<file path="config.mk">
export PLATFORM = sky130hd
export DESIGN_NAME = shift_seq_32
export DESIGN_NICKNAME = d
export VERILOG_FILES = /design/src/rtl/shift_seq_pkg.sv /design/src/rtl/shift_step_32.sv /design/src/rtl/shift_seq_32.sv
export SDC_FILE = /design/constraint.sdc
export NUM_CORES = 1
export LEC_CHECK = 0
export CAP_MARGIN = 20
export CORE_MARGIN = 2
export CORE_UTILIZATION = 35
export DETAILED_ROUTE_END_ITERATION = 6
export PLACE_DENSITY = 0.74
export SLEW_MARGIN = 20
export SYNTH_ARGS = -nofsm -noshare
export SYNTH_HDL_FRONTEND = slang
export SYNTH_SLANG_ARGS = --single-unit
</file>
<file path="constraint.sdc">
create_clock -name CLK -period 1.8 [get_ports CLK]
set_clock_uncertainty 0.15 [all_clocks]
set_input_delay 0.36 -clock CLK [delete_from_list [all_inputs] [get_ports CLK]]
set_output_delay 0.36 -clock CLK [all_outputs]
set_load 0.005 [all_outputs]
</file>
<file path="src/rtl/shift_seq_pkg.sv">
`default_nettype none
// +------------------------------------------------------------------+
// | Module   : shift_seq_pkg                                          |
// | Purpose  : Shared widths, direction encoding and FSM state type   |
// |            for the sequential shifter shift_seq_32.               |
// | Revision : 1.0  initial release                                   |
// +------------------------------------------------------------------+
package shift_seq_pkg;

  localparam int WIDTH = 32;
  localparam int AMT_W = 5;

  localparam logic DIR_LEFT  = 1'b0;
  localparam logic DIR_RIGHT = 1'b1;

  typedef enum logic [1:0] {
    ST_IDLE  = 2'd0,
    ST_SHIFT = 2'd1,
    ST_DONE  = 2'd2
  } state_t;

endpackage
`default_nettype wire

</file>
<file path="src/rtl/shift_step_32.sv">
`default_nettype none
// +------------------------------------------------------------------+
// | Module   : shift_step_32                                          |
// | Purpose  : One-bit combinational shift step: hold, left (zero     |
// |            fill) or right (fill bit supplied by the caller).      |
// | Revision : 1.0  initial release                                   |
// +------------------------------------------------------------------+
module shift_step_32
  import shift_seq_pkg::*;
(
  input  logic [WIDTH-1:0] i_din,
  input  logic             i_en,
  input  logic             i_dir,
  input  logic             i_fill,
  output logic [WIDTH-1:0] o_dout
);

  // Hold when disabled, otherwise move one bit in the requested direction
  always_comb begin
    o_dout = i_din;
    if (i_en) begin
      if (i_dir == DIR_LEFT) begin
        o_dout = {i_din[WIDTH-2:0], 1'b0};
      end else begin
        o_dout = {i_fill, i_din[WIDTH-1:1]};
      end
    end
  end

endmodule
`default_nettype wire

</file>
<file path="src/rtl/shift_seq_32.sv">
`default_nettype none
// +------------------------------------------------------------------+
// | Module   : shift_seq_32                                           |
// | Purpose  : Sequential barrel-free shifter, one bit per clock,     |
// |            valid/ready request and result handshakes, abort.      |
// | Options  : SHIFT_ARITH_EN adds port ARITH (sign-fill right shift);|
// |            without it all right shifts are logical.               |
// | Revision : 1.0  initial release                                   |
// +------------------------------------------------------------------+
module shift_seq_32
  import shift_seq_pkg::*;
(
  input  logic             CLK,
  input  logic             RESET_N,
  input  logic             START_VALID,
  output logic             START_READY,
  input  logic [WIDTH-1:0] DIN,
  input  logic [AMT_W-1:0] AMT,
  input  logic             DIR,
`ifdef SHIFT_ARITH_EN
  input  logic             ARITH,
`endif
  input  logic             ABORT,
  output logic             RES_VALID,
  input  logic             RES_READY,
  output logic [WIDTH-1:0] DOUT,
  output logic             L_SHIFT,
  output logic             R_SHIFT,
  output logic             NO_SHIFT,
  output logic             BUSY
);

  localparam logic [AMT_W-1:0] c_CNT_ZERO = '0;
  localparam logic [AMT_W-1:0] c_CNT_ONE  = {{(AMT_W-1){1'b0}}, 1'b1};

  state_t           r_state;
  state_t           w_next_state;
  logic [WIDTH-1:0] r_dout;
  logic [AMT_W-1:0] r_count;
  logic             r_dir;
  logic             w_accept;
  logic             w_fill;
  logic [WIDTH-1:0] w_step;

  // Acceptance only happens in IDLE, so START_READY doubles as the gate
  assign w_accept = START_VALID & (r_state == ST_IDLE);

`ifdef SHIFT_ARITH_EN
  logic r_arith;

  // Latched sign-fill request, captured only at acceptance
  always_ff @(posedge CLK or negedge RESET_N) begin
    if (!RESET_N) begin
      r_arith <= 1'b0;
    end else if (w_accept) begin
      r_arith <= ARITH;
    end
  end

  assign w_fill = r_arith & r_dout[WIDTH-1];
`else
  assign w_fill = 1'b0;
`endif

  shift_step_32 u_step (
    .i_din  (r_dout),
    .i_en   (r_state == ST_SHIFT),
    .i_dir  (r_dir),
    .i_fill (w_fill),
    .o_dout (w_step)
  );

  // State register
  always_ff @(posedge CLK or negedge RESET_N) begin
    if (!RESET_N) begin
      r_state <= ST_IDLE;
    end else begin
      r_state <= w_next_state;
    end
  end

  // Next-state and output decode; ABORT outranks the result handshake
  always_comb begin
    w_next_state = r_state;
    START_READY  = 1'b0;
    RES_VALID    = 1'b0;
    BUSY         = 1'b1;
    L_SHIFT      = 1'b0;
    R_SHIFT      = 1'b0;
    NO_SHIFT     = 1'b1;
    case (r_state)
      ST_IDLE: begin
        START_READY = 1'b1;
        BUSY        = 1'b0;
        if (START_VALID) begin
          w_next_state = (AMT == c_CNT_ZERO) ? ST_DONE : ST_SHIFT;
        end
      end
      ST_SHIFT: begin
        NO_SHIFT = 1'b0;
        L_SHIFT  = (r_dir == DIR_LEFT);
        R_SHIFT  = (r_dir == DIR_RIGHT);
        if (ABORT) begin
          w_next_state = ST_IDLE;
        end else if (r_count == c_CNT_ONE) begin
          w_next_state = ST_DONE;
        end
      end
      ST_DONE: begin
        RES_VALID = 1'b1;
        if (ABORT || RES_READY) begin
          w_next_state = ST_IDLE;
        end
      end
      default: begin
        w_next_state = ST_IDLE;
      end
    endcase
  end

  // Working register, step counter and latched direction
  always_ff @(posedge CLK or negedge RESET_N) begin
    if (!RESET_N) begin
      r_dout  <= '0;
      r_count <= '0;
      r_dir   <= DIR_LEFT;
    end else if (w_accept) begin
      r_dout  <= DIN;
      r_count <= AMT;
      r_dir   <= DIR;
    end else if ((r_state == ST_SHIFT) && !ABORT) begin
      r_dout  <= w_step;
      r_count <= r_count - c_CNT_ONE;
    end
  end

  assign DOUT = r_dout;

endmodule
`default_nettype wire

</file>
==> impl_metrics.env <==
export IMPL_fin_setup_tns_ns=-4.61
export IMPL_slew_headroom=0.685
export IMPL_synth_distinct_cells=33
export IMPL_fin_crit_ns=1.97
export IMPL_core_area_mm2=0.00718
export IMPL_r2r_setup_slack_ns=-0.17
export IMPL_synthArstFlopShare=1.00
export IMPL_area_delta_synth_final_pct=56.5
export IMPL_timing_rr_start="r_state[1]"
export IMPL_utilization=0.562
export IMPL_cts_root_buffer="clkbuf_8"
export IMPL_grt_usage=0.156
export IMPL_synth_seq_area_share=0.389
export IMPL_grt_start_max_net_pins=33
export IMPL_worst_hold_slack_ns=0.397
export IMPL_avgSynthCellArea_um2=12.8
export IMPL_maxClockFrequency_mhz=508
export IMPL_grt_first_pass_wirelength_mm=10.4
export IMPL_die_y_um=89.8
export IMPL_path_class="reg2reg"
export IMPL_chipWidth_um=89.8
export IMPL_viasPerCell=4.82
export IMPL_cp_end_kind="register"
export IMPL_p_per_area_mw_per_mm2=1640
export IMPL_synth_common_cells="mux2_2 (65), dfrtp_1 (40), mux2_4 (27)"
export IMPL_wl_mm=6.36
export IMPL_cts_sink_count=40
export IMPL_clkTransAtPathRegs_ns=0.08
export IMPL_first_global_vias=2005
export IMPL_netlist_area_mm2=0.00258
export IMPL_hpwl_mm=4.30
export IMPL_min_from="DOUT[31]"
export IMPL_status="finished with violations"
export IMPL_ir_worst_vdd_mv=0.766
export IMPL_syn_nets=247
export IMPL_antenna_left=0
export IMPL_dp_cells=389
export IMPL_drive_gt1_frac=0.481
export IMPL_arrival_ns=1.99
export IMPL_antenna_cells=0
export IMPL_violations="negative setup slack"
export IMPL_dr_pass1_iters=4
export IMPL_gp_congestion=0.827
export IMPL_htree_levels=2
export IMPL_critPathMaxFanout=6
export IMPL_fin_crit_sh=1.09
export IMPL_synthTopCellsByArea="dfrtp_1 (39%), mux2_2 (28%), mux2_4 (16%)"
export IMPL_io_pins=81
export IMPL_synth_seq_cells=40
export IMPL_grt_overflow_total=0
export IMPL_initial_core_util=0.359
export IMPL_drc=0
export IMPL_synth_warnings=0
export IMPL_power_mw=6.63
export IMPL_cts_buffer_depth=2
export IMPL_rsz0062_at_grt="yes"
export IMPL_synthFlopType="dfrtp_1"
export IMPL_final_hold_violation_count=0
export IMPL_cts_tree="done"
export IMPL_hold_path_class="reg2reg"
export IMPL_wire_per_inst_um=15.4
export IMPL_fin_nets=359
export IMPL_power_leakage_nw=1.80
export IMPL_rows=31
export IMPL_stdcell_count=413
export IMPL_cts_buffers=5
export IMPL_setup_ws_ns=-0.168
export IMPL_required_ns=1.82
export IMPL_cap_violations=0
export IMPL_fillers=612
export IMPL_startpoint="r_state[1]"
export IMPL_start_kind="register"
export IMPL_setup_violations=31
export IMPL_drt_iter0_drc=27
export IMPL_synth_edf_count=0
export IMPL_postSynthCellCount=202
export IMPL_dieArea_mm2=0.00806
export IMPL_synth_area_leader_cell="dfrtp_1"
export IMPL_port_buffers=80
export IMPL_antenna_found_initial=0
export IMPL_yosysMostFrequentCell="mux2_2"
export IMPL_clk_latency_ns=0.28
export IMPL_worstMarginPinSlew_ns=0.472
export IMPL_drv_slew=0
export IMPL_vias=1990
export IMPL_synth_top_area_frac=0.389
## final cells by class
cell class / instances / area, um^2 / area share
Clock buffer: 7 / 96.3 / 0.0239
Inverter: 8 / 30.0 / 0.00745
Multi-Input combinational cell: 141 / 1540 / 0.382
Sequential cell: 40 / 1000 / 0.249
Tap cell: 99 / 124 / 0.0307
Timing Repair Buffer: 118 / 1240 / 0.307
## layer usage
| layer | wire length [um] | vias up | GRT usage |
|---|---|---|---|
| met1 | 3000 | 970 | 0.207 |
| met5 | 0 | - | 0 |
| met2 | 3080 | 49 | 0.266 |
| met3 | 243 | 2 | 0.0352 |
| met4 | 27 | 0 | 0.0269 |
| li1 | - | 969 | - |
## flip-flops by register name, indices dropped and copies added, names as in the netlist
register,flops
r_dir,1
DOUT,32
r_count,5
r_state,2
## cells by family (layout without fill, tap and decap cells)
| kind of cell | count (synthesis) | in the layout | share of synthesized area |
|---|---|---|---|
| flops | 40 | 40 | 0.389 |
| mux | 92 | 92 | 0.441 |
| xor+xnor | 1 | 1 | 0.00340 |
| buf+inv | 21 | 133 | 0.0457 |
| compound gates | 17 | 17 | 0.0491 |
| simple gates | 29 | 29 | 0.0622 |
| fa+ha+maj | 2 | 2 | 0.00971 |
## worst paths after layout
check	endpoint	depth (start not counted)
min	DOUT[31]	1
max reg2reg	DOUT[15]	5
max in group asynchronous	DOUT[23]	3
min in group asynchronous	DOUT[9]	2
max	DOUT[15]	5
min reg2reg	DOUT[31]	1
## metrics by stage
step | instance area, um^2 | worst slack (ns)
after floorplan | 2590 | -0.0561
after global placement | 3650 | -0.589
after detailed placement | 3650 | -0.594
after CTS | 3940 | -0.205
after global routing | 4030 | -0.207
final | 4030 | -0.168
## timing repair
| item | in CTS | in global routing |
|---|---|---|
| endpoints found under the hold margin | 18 | 0 |
| resized for setup | 27 | 14 |
| endpoints found under the setup margin | 41 | 42 |
| gates cloned | 3 | 0 |
| pin swaps | 2 | 1 |
| buffers inserted | 2 | 11 |
| hold buffers | 1 | 0 |
## worst max-delay path, cell delays in order (launching register included)
cell,delay (ns)
dfrtp_1,0.40
or3b_4,0.45
buf_4,0.16
buf_12,0.14
mux2_4,0.30
mux2_4,0.26
## cell usage in the layout (no fill, tap or decap), types with 6 or more instances in the layout
| cell | count |
|---|---|
| clkdlybuf4s50_1 | 72 |
| mux2_2 | 55 |
| dfrtp_1 | 39 |
| mux2_4 | 37 |
| buf_4 | 25 |
| inv_1 | 8 |
| clkbuf_8 | 7 |
| buf_12 | 7 |
| nand2_1 | 6 |
## where the power goes
| group | switching (mW) | internal [mW] |
|---|---|---|
| clock | 0.302 | 0.342 |
| sequential | 0.451 | 1.36 |
| combinational | 1.25 | 2.92 |
Power figures use the tool's default switching activity.
==> variant (same flow settings) <==
The option `SHIFT_ARITH_EN` is turned on by a define.
--- a/src/rtl/shift_seq_32.sv
+++ b/src/rtl/shift_seq_32.sv
@@ -7,6 +7,8 @@
 // |            without it all right shifts are logical.               |
 // | Revision : 1.0  initial release                                   |
 // +------------------------------------------------------------------+
+`define SHIFT_ARITH_EN
+
 module shift_seq_32
   import shift_seq_pkg::*;
 (
Interface: changed (added ARITH); port bits go from 81 to 82. The function was not compared with the original's and may differ.
==> variant against the unedited design <==
The flow still finishes with violations (negative setup slack); utilization increased by 3.3 points; area after synthesis is 2.3% lower; cell area is 1.3% higher; setup slack got worse by 0.011 ns; largest power group unchanged; wire length grew 8.6%; worst hold slack lost 0.049 ns; largest cell class unchanged; total power rose by 2.2%; sequential cell count rose by 1; global-route usage up 1.7 points; critical endpoint is now DOUT[24].
==> variant: results (changes against the unedited design) <==
stage;metric;value;unit;change
pwr;Peak VDD IR;0.712;mV;-7.1%
setup_path;CP Launch Type;flop;;
detailed_routing;number of DRC markers in iteration 0;59;;+120%
synth;Synth top cells by count;mux2_2 (91), dfrtp_1 (41), nand2_1 (9), inv_1 (8);;
pwr;internal power;0.00466;W;+0.76%
sta;final setup vio count;31;;unchanged
synth;main flop type after synthesis;dfrtp_1;;
synth;Syn Nets;254;;+2.8%
placed_design;routability cong.;0.805;;-2.7%
synth;Cell variety after synth;30;;-9.1%
detailed_routing;via/cell ratio;4.98;;+3.3%
grt;largest net degree at the start of global routing;32;;-3.0%
worst_hold_path;Hold Path Depth;2;;+1
run_status;failing checks;negative setup slack;;
clock_network;clock-pin slew on the worst setup and hold paths;0.09;ns;
run_status;outcome;finished with violations;;
grt;gr usage total;17.3;%;+1.7 points
placed_design;HPWL Detailed;4.46;mm;+3.5%
detailed_routing;Final Routed Wirelength;6.90;mm;+8.6%
setup_path;cells on worst reg2reg path;5;;unchanged
setup_path;Crit path arrival time;2.01;ns;+0.02 ns
worst_hold_path;min-delay src;r_arith;;
final_layout;share of cells above drive strength 1;50.0;%;+1.9 points
final_layout;number of diodes;0;;unchanged
clock_network;Clock Latency Late Sink;0.30;ns;+0.02 ns
synth;ranking of synthesized cells by area;dfrtp_1 (41%), mux2_2 (41%), buf_6 (1.8%);;
setup_path;worst-path fanout max;16;;+10
grt;vias in the first global route;2211;;+10%
sta;Slew @ Worst Pin;0.534;ns;+0.0624 ns
placed_design;Area after DPL;3620;um2;-0.79%
synth;Seq/Total Area, Yosys;40.8;%;+1.9 points
sta;setup ws final;-0.179;ns;-0.0105 ns
final_layout;# nets final;371;;+3.3%
grt;first-pass GRT wire length;10.5;mm;+1.1%
pwr;P_leak;1.74;nW;-3.4%
placed_design;PortBufs;81;;+1.3%
placed_design;Post-Place Setup Slack;-0.458;ns;+0.136 ns
-- variant: cell count changes after synthesis, sizes merged --
cell | before | now
a31oi | 1 | 2
dfrtp | 40 | 41
mux2 | 92 | 91
nand2 | 6 | 9
nand2b | 2 | 4
nand3 | 1 | 2
nor2b | 3 | 2
nor4b | 1 | 2
or2b | 1 | 0
-- variant: power by group through the flow --
stage	registers [W]	logic, W	clock network [W]
6_report	0.00185	0.00412	0.000806
5_1_grt	0.00193	0.00447	0.000855
4_1_cts	0.00185	0.00378	0.000814
3_5_place_dp	0.00186	0.00357	0
3_3_place_gp	0.00185	0.00346	0
2_1_floorplan	0.00176	0.00207	0
-- variant: logic make-up after synthesis --
kind of cell | after synthesis | share of synthesized area (%)
compound gates | 18 | 5.27
xor+xnor | 1 | 0.348
fa+ha+maj | 2 | 0.994
buf+inv | 21 | 4.62
flops | 41 | 40.8
mux | 91 | 40.7
simple gates | 34 | 7.31
-- variant: cell type report --
type	count	area (um2)
Clock buffer	6	82.6
Clock inverter	2	37.5
Fill cell	565	2780
Inverter	8	30.0
Multi-Input combinational cell	146	1510
Sequential cell	41	1030
Tap cell	96	120
Timing Repair Buffer	123	1280
-- variant: worst max-delay path, stage by stage (launching register included) --
cell and delay [ns]:
dfrtp_1 0.42, buf_6 0.13, or3b_4 0.43, buf_12 0.19, mux2_2 0.28, mux2_2 0.26
-- variant: metrics by stage --
stage,cells,hold slack [ns],total power [W],utilization [%],TNS [ns]
after floorplan,208,-0.0856,0.00383,-,-0.186
after global placement,396,0.211,0.00532,52.7,-15.06
after detailed placement,396,0.215,0.00543,52.7,-15.59
after CTS,414,0.355,0.00645,56.8,-3.74
after global routing,422,0.396,0.00725,59.5,-5.82
final,422,0.348,0.00678,59.5,-4.59
-- variant: path summary, 6_finish.rpt --
check,endpoint,slack (ns)
worst max-delay path,DOUT[24],-0.18
worst min-delay path,r_arith,0.35
worst max register to register,DOUT[24],-0.18
worst min register to register,r_arith,0.35
max in group asynchronous,r_dir,0.58
min in group asynchronous,r_state[1],0.41
-- variant: metal layers --
metal / global-route usage [%] / part of all wire (%) / wire length, um
met5: 0 / 0 / 0
met4: 4.55 / 1.2 / 85
met3: 4.48 / 6.3 / 437
met2: 29.3 / 49 / 3370
met1: 21.9 / 44 / 3010
-- variant: timing repair --
action	4_1_cts	5_1_grt
hold buffers	1	0
setup endpoints to repair	38	45
gates cloned	1	3
hold endpoints to repair	20	0
resized for setup	24	33
pin swaps	0	5
buffers inserted	8	5
